[src/rtl/router_merge.sv]
// router_merge: 4-to-1 round-robin merging arbiter for the router return path.
// Each source port feeds a one-deep holding register. A round-robin arbiter
// moves held words onto a single registered valid/ready output that is tagged
// with the 2-bit source port number.
// Optional feature: define ROUTER_MERGE_DROPCNT_EN to add the saturating
// 8-bit drop_cnt output, which counts writes refused while a port was busy.
module router_merge #(
  parameter int DATA_WIDTH = 32
) (
  input  logic                  clk,
  input  logic                  rst,
  input  logic [DATA_WIDTH-1:0] din0,
  input  logic [DATA_WIDTH-1:0] din1,
  input  logic [DATA_WIDTH-1:0] din2,
  input  logic [DATA_WIDTH-1:0] din3,
  input  logic                  din_en0,
  input  logic                  din_en1,
  input  logic                  din_en2,
  input  logic                  din_en3,
  output logic                  busy0,
  output logic                  busy1,
  output logic                  busy2,
  output logic                  busy3,
  output logic [DATA_WIDTH-1:0] dout,
  output logic [1:0]            addr,
  output logic                  dout_en,
  input  logic                  dout_rdy
`ifdef ROUTER_MERGE_DROPCNT_EN
  ,
  output logic [7:0]            drop_cnt
`endif
);

  logic [DATA_WIDTH-1:0] din_s [4];
  logic [3:0]            din_en_s;
  logic [DATA_WIDTH-1:0] hold_q [4];
  logic [DATA_WIDTH-1:0] hold_d [4];
  logic [3:0]            full_q, full_d;
  logic [1:0]            ptr_q, ptr_d;
  logic [DATA_WIDTH-1:0] dout_q, dout_d;
  logic [1:0]            addr_q, addr_d;
  logic                  dout_en_q, dout_en_d;
  logic                  load_s;
  logic                  found_s;
  logic [1:0]            gidx_s;
  logic [3:0]            grant_s;
  logic [3:0]            busy_s;
  logic [3:0]            accept_s;

  assign din_s[0] = din0;
  assign din_s[1] = din1;
  assign din_s[2] = din2;
  assign din_s[3] = din3;
  assign din_en_s = {din_en3, din_en2, din_en1, din_en0};

  // The output register can take a new word when it is empty or being drained.
  assign load_s   = !dout_en_q || dout_rdy;
  // A port is busy while it holds a word that is not leaving this cycle.
  assign busy_s   = full_q & ~grant_s;
  assign accept_s = din_en_s & ~busy_s;

  // Round-robin search starting just after the last granted port.
  always_comb begin
    found_s = 1'b0;
    gidx_s  = 2'b00;
    grant_s = 4'b0000;
    if (load_s) begin
      for (int k = 1; k <= 4; k++) begin
        if (!found_s && full_q[ptr_q + k[1:0]]) begin
          found_s = 1'b1;
          gidx_s  = ptr_q + k[1:0];
        end else begin
          found_s = found_s;
        end
      end
      if (found_s) begin
        grant_s[gidx_s] = 1'b1;
      end else begin
        grant_s = 4'b0000;
      end
    end else begin
      grant_s = 4'b0000;
    end
  end

  // Next-state for holding registers, pointer and output register.
  always_comb begin
    full_d    = full_q;
    hold_d    = hold_q;
    ptr_d     = ptr_q;
    dout_d    = dout_q;
    addr_d    = addr_q;
    dout_en_d = dout_en_q;
    for (int i = 0; i < 4; i++) begin
      if (accept_s[i]) begin
        full_d[i] = 1'b1;
        hold_d[i] = din_s[i];
      end else if (grant_s[i]) begin
        full_d[i] = 1'b0;
      end else begin
        full_d[i] = full_q[i];
      end
    end
    if (load_s) begin
      if (found_s) begin
        dout_d    = hold_q[gidx_s];
        addr_d    = gidx_s;
        dout_en_d = 1'b1;
        ptr_d     = gidx_s;
      end else begin
        dout_en_d = 1'b0;
      end
    end else begin
      dout_en_d = dout_en_q;
    end
  end

  // State registers with asynchronous reset.
  always_ff @(posedge clk or posedge rst) begin
    if (rst) begin
      for (int i = 0; i < 4; i++) begin
        hold_q[i] <= '0;
      end
      full_q    <= 4'b0000;
      ptr_q     <= 2'd3;
      dout_q    <= '0;
      addr_q    <= 2'd0;
      dout_en_q <= 1'b0;
    end else begin
      hold_q    <= hold_d;
      full_q    <= full_d;
      ptr_q     <= ptr_d;
      dout_q    <= dout_d;
      addr_q    <= addr_d;
      dout_en_q <= dout_en_d;
    end
  end

`ifdef ROUTER_MERGE_DROPCNT_EN
  logic [3:0] drop_s;
  logic [2:0] drop_num_s;
  logic [8:0] drop_sum_s;
  logic [7:0] drop_cnt_q, drop_cnt_d;

  assign drop_s = din_en_s & busy_s;

  // Saturating add of this cycle's refused writes.
  always_comb begin
    drop_num_s = 3'd0;
    for (int i = 0; i < 4; i++) begin
      drop_num_s = drop_num_s + {2'b00, drop_s[i]};
    end
    drop_sum_s = {1'b0, drop_cnt_q} + {6'b000000, drop_num_s};
    if (drop_sum_s > 9'd255) begin
      drop_cnt_d = 8'd255;
    end else begin
      drop_cnt_d = drop_sum_s[7:0];
    end
  end

  // Drop counter register, cleared only by reset.
  always_ff @(posedge clk or posedge rst) begin
    if (rst) begin
      drop_cnt_q <= 8'd0;
    end else begin
      drop_cnt_q <= drop_cnt_d;
    end
  end

  assign drop_cnt = drop_cnt_q;
`endif

  assign busy0   = busy_s[0];
  assign busy1   = busy_s[1];
  assign busy2   = busy_s[2];
  assign busy3   = busy_s[3];
  assign dout    = dout_q;
  assign addr    = addr_q;
  assign dout_en = dout_en_q;

endmodule

[config.mk]
export PLATFORM = sky130hd
export DESIGN_NAME = router_merge
export DESIGN_NICKNAME = d
export VERILOG_FILES = /design/src/rtl/router_merge.sv
export SDC_FILE = /design/constraint.sdc
export NUM_CORES = 1
export LEC_CHECK = 0
export CORE_AREA = 2 2 155 157
export CTS_CLUSTER_SIZE = 20
export DETAILED_ROUTE_END_ITERATION = 12
export DIE_AREA = 0 0 157 159
export MAX_ROUTING_LAYER = met4
export PLACE_DENSITY = 0.74
export SKIP_CTS_REPAIR_TIMING = 1
export SLEW_MARGIN = 40
export SYNTH_ARGS = -nofsm -noshare
export SYNTH_HDL_FRONTEND = slang
export SYNTH_SLANG_ARGS = --single-unit
[constraint.sdc]
create_clock -name clk -period 8.5 [get_ports clk]
set_clock_uncertainty 0.15 [all_clocks]
set_input_delay 1.7 -clock clk [delete_from_list [all_inputs] [get_ports clk]]
set_output_delay 1.7 -clock clk [all_outputs]
set_load 0.02 [all_outputs]
==> After elaboration in Yosys (flattened, before gate mapping) <==
Cells that the tools add are included.
W data, S select, Z words.
{ "totals": {"regBits": 169, "out_inout_bits": 39, "inputBits": 135, "word_cells": 80} }
{ "classes": {"addsub": 3, "n_bitwise": 5, "magnitude_cmp": 7, "mux": 39, "reduce_logical": 14} }
{ "ops": {"columns": ["op", "n"], "rows": [
  ["$bmux W32 S2", 1],
  ["$mux W32", 2],
  ["$mux W1", 23],
  ["$lt A2 B3 Y1 const B", 5],
  ["$mux W2", 6],
  ["$and A4 B4 Y4", 2],
  ["$bmux W1 S2", 4],
  ["$mux W4", 2],
  ["$not A4 Y4", 2],
  ["$reduce_bool A2 Y1", 4],
  ["$add A2 B2 Y2 const B", 2],
  ["$logic_and A1 B1 Y1", 4],
  ["$logic_not A1 Y1", 4],
  ["$ge A3 B3 Y1 const B", 1],
  ["$not A2 Y3", 1],
  ["$add A2 B1 Y2 const B", 1],
  ["$demux W1 S2", 1],
  ["$ge A2 B1 Y1 const B", 1],
  ["$reduce_and A2 Y1", 1],
  ["$logic_or A1 B1 Y1", 1]
]} }

==> Depth between registers and ports, before layout <==
Gate-level depths: netlist of the first run.
{ "depth": {"word_depth": 28, "ltp_mapped": 9, "ltp_nobuf": 5} }

==> Worst setup path after synthesis of the first run <==
Ideal clock, no wire load.
{ "synth_path": {"path_kind": "input-to-output", "from": "in dout_rdy", "to": "out busy2", "stages": 5, "setup_slack_ps": 3827, "n_path_buf": 1, "t_required_ps": 6650, "arrival_ps": 2823, "path_cell_list": "inv_1 -> a21o_1 -> nor2_1 -> buf_2 -> a21boi_0"} }
{ "synth_between": {"elab_chain_cells": 4} }
{ "synth_lines": {"columns": ["item", "line_no", "rtl"], "rows": [
  ["start: declaration", "27", "input logic dout_rdy"],
  ["$logic_or A1 B1 Y1", "57", "assign load_s = !dout_en_q || dout_rdy;"],
  ["$mux W4", "67", "if (load_s) begin"],
  ["$not A4 Y4", "59", "assign busy_s = full_q & ~grant_s;"],
  ["$and A4 B4 Y4", "59", null],
  ["end: declaration", "22", "output logic busy2,"]
]} }
Every way passes these cells.

==> Worst setup path after layout of the first run <==
{ "layout_path": {"from": "in dout_rdy", "to": "out busy3"} }
{ "layout_between": {"elab_chain_cells": 4} }
{ "layout_lines": {"columns": ["item", "line_no", "rtl"], "rows": [
  ["$logic_or A1 B1 Y1", "57", null],
  ["$mux W4", "67", null],
  ["$not A4 Y4", "59", null],
  ["$and A4 B4 Y4", "59", null],
  ["end: declaration", "23", "output logic busy3,"]
]} }
Every way passes these cells.

==> results of run 1 <==
==> flip-flops by register name (all words and copies together), names as in the netlist <==
register and count:
addr 2, dout 32, full_q 4, ptr_q 2
dout_en 1, hold_q 128
==> stage by stage <==
stage | utilization | cells | hold slack [ns] | instance area (sq um)
5_1_grt | 0.506 | 1383 | 0.363 | 11700
4_1_cts | 0.506 | 1383 | 0.345 | 11700
6_report | 0.506 | 1383 | 0.347 | 11700
3_3_place_gp | 0.478 | 1349 | 0.322 | 11100
2_1_floorplan | - | 931 | 0.307 | 9200
3_5_place_dp | 0.481 | 1351 | 0.329 | 11200
==> cell type report <==
class,count,area [sq um],area share
clock inverter,11,121,0.0103
timing repair buffer,191,1890,0.161
inverter,6,31.3,0.00266
sequential,169,4230,0.360
multi-input combinational,666,4600,0.391
tap,319,399,0.0340
clock buffer,21,470,0.0401
==> cell families after synthesis <==
kind of cell,after synthesis
AO/OA/AOI/OAI,189
AND/OR/NAND/NOR,364
multiplexers,113
buffers and inverters,96
flip-flops,169
==> path summary, 6_finish.rpt <==
| path | from | end | slack (ns) | cells after the start |
|---|---|---|---|---|
| worst max register to register | full_q[0] | hold_q[113] | 4.75 | 7 |
| worst min register to register | hold_q[88] | hold_q[88] | 0.35 | 1 |
| min in group asynchronous | rst | hold_q[98] | 1.61 | 2 |
| worst max-delay path | dout_rdy | busy3 | 2.70 | 8 |
| worst min-delay path | hold_q[88] | hold_q[88] | 0.35 | 1 |
| max in group asynchronous | rst | hold_q[17] | 5.45 | 3 |
==> routing by layer <==
metal | global-route usage | vias to the layer above | share of wire
met5 | - | - | 0
met4 | 0.0876 | 0 | 0.029
met3 | 0.0400 | 47 | 0.066
met2 | 0.355 | 403 | 0.47
met1 | 0.314 | 4069 | 0.43
li1 | - | 3700 | -
==> worst register-to-register path, stage by stage, from the launching register on <==
cell and delay [ns]:
dfrtp_1 0.35, buf_4 0.38, inv_1 0.15, nand3_1 0.47
or3b_2 0.74, nor2_4 0.50, buf_4 0.60, o211ai_1 0.25
==> cells in the final DEF (no fill, tap or decap), types with 3 or more instances in the layout <==
master	count
clkinv_2	4
clkbuf_8	3
a221oi_1	52
or2_2	3
mux2i_1	48
nand3_1	67
mux2_1	3
and3_1	64
clkdlybuf4s50_1	173
o221ai_1	15
clkinvlp_4	5
nand2_1	86
nor2_1	87
mux2_2	62
nor3b_1	28
dfrtp_1	166
and2_1	16
inv_1	3
buf_6	3
o211ai_1	64
clkbuf_16	17
buf_4	13
a211oi_1	44
nor2_2	3
==> power by group <==
| part | internal [W] | switching [W] | total, W |
|---|---|---|---|
| combinational | 0.00105 | 0.00137 | 0.00242 |
| sequential | 0.00116 | 0.000272 | 0.00143 |
| clock | 0.000455 | 0.000336 | 0.000791 |
==> qor.csv, run 1 <==
metric,value,unit
most frequent cells after synthesis,"dfrtp_1, nor2_1, nand2_1",
slew margin rel.,0.496,
share of the cycle needed by the critical path after routing,0.682,
FILL cells,2054,
area added between synthesis and finish,27.7,%
nets@finish,1186,
share of the synthesized netlist area taken by xor and xnor gates,0,
vertical extent of the die,159,microns
count of input and output buffers,173,
adder-cell share of the synthesized area,0,
Max Transition Viols Final,0,
dominant combinational cell family by area after synthesis,simple AND/OR/NAND/NOR gates,
average via count per standard cell,5.94,
share of layout cells above drive strength 1,0.122,
cell-by-cell listing of the critical path,"clkdlybuf4s50_1, inv_1, a21o_1, buf_4, nor2_2, buf_4, a21boi_0, clkdlybuf4s50_1",
Peak supply drop,0.346,mV
die area,25000,sq um
number of buffers inserted during clock tree synthesis,17,
most used standard cell by instance count after synthesis,dfrtp_1,
synthesized area,9200,sq um
class of the most critical setup path,primary input to primary output,
core area,23200,sq um
RSZ-0062 raised after global routing,false,
total power after layout,0.00464,W
Final Wtd Congestion,0.819,
Yosys reg bits,169,
clock input transition at the sequential cells of the worst setup and hold paths,0.07,ns
starting utilization of the core area,0.397,
number of violations of the max-capacitance limit,0,
post-synthesis cell type count,40,
startpoint types,primary input,
clock net sink count,169,
worst-case clock buffer depth,2,
fraction of synthesized area in multiplexers,0.132,
largest delay contributor family on the critical path,buffers and inverters,
final count of hold timing violations,0,
sequential area share after synthesis,0.460,
leakage power total,4.84,nW
overall via count from detail_route,8219,
maximum clock frequency,172,MHz
wire length of the first global-routing pass,44400,microns
cell type with the highest aggregate area in the netlist,dfrtp_1,
remaining antenna violation count after routing,0,
Final min period,5.80,ns
IO Count,174,
Worst setup EP type,primary output,
die outline width,157,microns
net count after synthesis,1066,
minimum setup slack after placement,2.75,ns
diode insertion count for antenna repair,0,
routed length per instance,20.4,microns
number of buffers and inverters on the critical path,5,
H-tree levels,4,
complex-gate fraction of the synthesized area,0.167,
"Avg Cell Area, Syn",9.88,sq um
GRT Util Overall,0.234,
run status,"finished, final reports clean",
final setup margin,2.70,ns
total DRC errors in the routed layout,0,
most used flip-flop cell after synthesis,dfrtp_1,
global-route congestion overflow total,0,
CTS tree,yes,
maximum fanout count along the critical path,22,
CTS Root Buffer Type,clkbuf_16,
area share of the leading cell type in the synthesized netlist,0.454,
post-detailed-placement half-perimeter wirelength,18600,microns
Yosys warning total,0,
synthesized netlist cell count,931,
number of DRC violations after detailed-routing iteration 0,819,
number of global-route vias before repair,8051,
worst-skew pair later-pin latency,0.44,ns
critical path data required time,6.65,ns
highest cell delay on the worst timing path,0.66,ns
Std-Cell Rows,56,
critical-path cell with the highest stage delay,clkdlybuf4s50_1,
pin count of the biggest net entering global routing,94,
path type of the worst min-delay path,flip-flop to flip-flop,
Final Routed Wirelength,28200,microns
count of endpoints failing setup in the final report,0,
length of the first detailed-routing pass in iterations,5,
leading cell types by total area after synthesis,"dfrtp_1, mux2_2, mux2i_1",
asr flop ratio synth,1.00,
worst-margin pin slew,0.750,ns
number of antenna violations at the first check in global routing,0,
area share of and/or/nand/nor cells after synthesis,0.195,
"Arr. time, crit path",3.95,ns
"EDFF count, synth",0,
total negative slack,0,ns
PwrDens,395,nW/um^2
Power figures use the tool's default switching activity.
==> run 2: changes to the inputs <==
==> constraint.sdc (replaced) <==
create_clock -name clk -period 5.4 [get_ports clk]
set_clock_uncertainty 0.15 [all_clocks]
set_input_delay 1.08 -clock clk [delete_from_list [all_inputs] [get_ports clk]]
set_output_delay 1.08 -clock clk [all_outputs]
set_load 0.02 [all_outputs]
==> qor.csv, run 2 (same netlist as run 1, synthesis figures left out) <==
metric,value,unit
run status,"finished, final reports clean",
number of DRC violations after detailed-routing iteration 0,875,
worst-skew pair later-pin latency,0.43,ns
total negative slack,0,ns
maximum fanout count along the critical path,22,
number of violations of the max-capacitance limit,0,
number of antenna violations at the first check in global routing,0,
RSZ-0062 raised after global routing,false,
"commonest non-fill, non-tap cell in the layout",clkdlybuf4s50_1,
Worst setup EP type,primary output,
maximum clock frequency,228,MHz
total DRC errors in the routed layout,0,
CTS Root Buffer Type,clkbuf_16,
overall via count from detail_route,8175,
Critical R2R Capture,dout[6],
share of the cycle needed by the critical path after routing,0.812,
routed length per instance,20.5,microns
start of the worst register-to-register path,full_q[2],
"commonest cells after routing, fill and taps aside","clkdlybuf4s50_1, dfrtp_1, nor2_1",
nets@finish,1192,
Std-Cell Rows,56,
global-route congestion overflow total,0,
count of endpoints failing setup in the final report,0,
R2R Setup Slk,2.07,ns
Largest Register,hold_q,
share of layout cells above drive strength 1,0.123,
number of cells in the finished layout apart from fillers,1389,
Max Transition Viols Final,0,
GRT Util Overall,0.235,
Final Wtd Congestion,0.864,
IO Count,174,
critical path capture point,busy2,
vertical extent of the die,159,microns
Final min period,4.39,ns
Peak supply drop,0.571,mV
area added between synthesis and finish,28.5,%
final count of hold timing violations,0,
pin count of the biggest net entering global routing,106,
worst setup path startpoint,dout_rdy,
starting utilization of the core area,0.397,
wire length of the first global-routing pass,44700,microns
critical path data required time,4.17,ns
remaining antenna violation count after routing,0,
number of buffers inserted during clock tree synthesis,17,
CTS tree,yes,
average via count per standard cell,5.89,
post-detailed-placement half-perimeter wirelength,18500,microns
clock input transition at the sequential cells of the worst setup and hold paths,0.06,ns
worst-case clock buffer depth,2,
"Arr. time, crit path",3.16,ns
clock net sink count,169,
number of flip-flops in the largest register,128,
PwrDens,628,nW/um^2
number of global-route vias before repair,7919,
class of the most critical setup path,primary input to primary output,
core area,23200,sq um
length of the first detailed-routing pass in iterations,5,
slew margin rel.,0.439,
worst-margin pin slew,0.841,ns
number of cells after detailed placement,1357,
count of input and output buffers,173,
H-tree levels,4,
Final Routed Wirelength,28500,microns
die area,25000,sq um
die outline width,157,microns
path type of the worst min-delay path,flip-flop to flip-flop,
diode insertion count for antenna repair,0,
path depth of the worst reg2reg path,6,
startpoint types,primary input,
leakage power total,4.88,nW
-- run 2: cell types whose count changed in the layout (fill, tap and decap cells not counted), sizes merged --
| cell | change |
|---|---|
| buf | +6 |
| clkbuf | +1 |
| clkinvlp | -2 |
| bufinv | +1 |
-- run 2: stage by stage --
stage / power, W / util / instance area (sq um) / hold WS [ns] / setup slack [ns]
global placement: 0.00596 / 0.482 / 11200 / 0.318 / 1.09
global route: 0.00790 / 0.510 / 11800 / 0.351 / 0.873
detailed placement: 0.00610 / 0.483 / 11200 / 0.327 / 1.05
finish: 0.00742 / 0.510 / 11800 / 0.336 / 1.01
floorplan: 0.00489 / - / 9200 / 0.307 / 1.97
CTS: 0.00743 / 0.510 / 11800 / 0.341 / 1.04
-- run 2: cell type report --
cell class,instances,area [sq um]
Clock inverter,10,141
Tap cell,319,399
Multi-Input combinational cell,666,4580
Timing Repair Buffer,197,1960
Clock buffer,22,474
Sequential cell,169,4230
Fill cell,2083,11400
Inverter,6,26.3
-- run 2: where the power goes --
group / leakage [nW] / switching, W / total, W / internal [W]
Sequential: 1.83 / 0.000396 / 0.00222 / 0.00182
Clock: 0.297 / 0.000528 / 0.00130 / 0.000768
Combinational: 2.75 / 0.00222 / 0.00390 / 0.00168
Total: 4.88 / 0.00315 / 0.00742 / 0.00427
-- run 2: worst min-delay path by stage --
| stage | slack [ns] | from | end | cells after the start |
|---|---|---|---|---|
| 2_1_floorplan | 0.31 | hold_q[64] | hold_q[64] | 1 |
| 3_3_place_gp | 0.32 | hold_q[64] | hold_q[64] | 1 |
| 3_5_place_dp | 0.33 | hold_q[64] | hold_q[64] | 1 |
| 4_1_cts | 0.34 | hold_q[64] | hold_q[64] | 1 |
| 5_1_grt | 0.35 | hold_q[64] | hold_q[64] | 1 |
| 6_report | 0.34 | hold_q[64] | hold_q[64] | 1 |
-- run 2: worst max-delay path, cell delays in order --
cell and delay (ns):
clkdlybuf4s50_1 0.46, inv_1 0.08, a21o_1 0.18, buf_4 0.22, nor2_2 0.34, a21boi_0 0.19
clkdlybuf4s50_1 0.60
-- run 2: layer usage --
layer / track usage / share of wire / wire (microns) / vias to the layer above
met3: 0.0411 / 0.061 / 1750 / 25
met2: 0.368 / 0.49 / 13900 / 360
met5: - / 0 / 0 / -
li1: - / - / - / 3726
met4: 0.0567 / 0.017 / 486 / 0
met1: 0.319 / 0.43 / 12400 / 4064
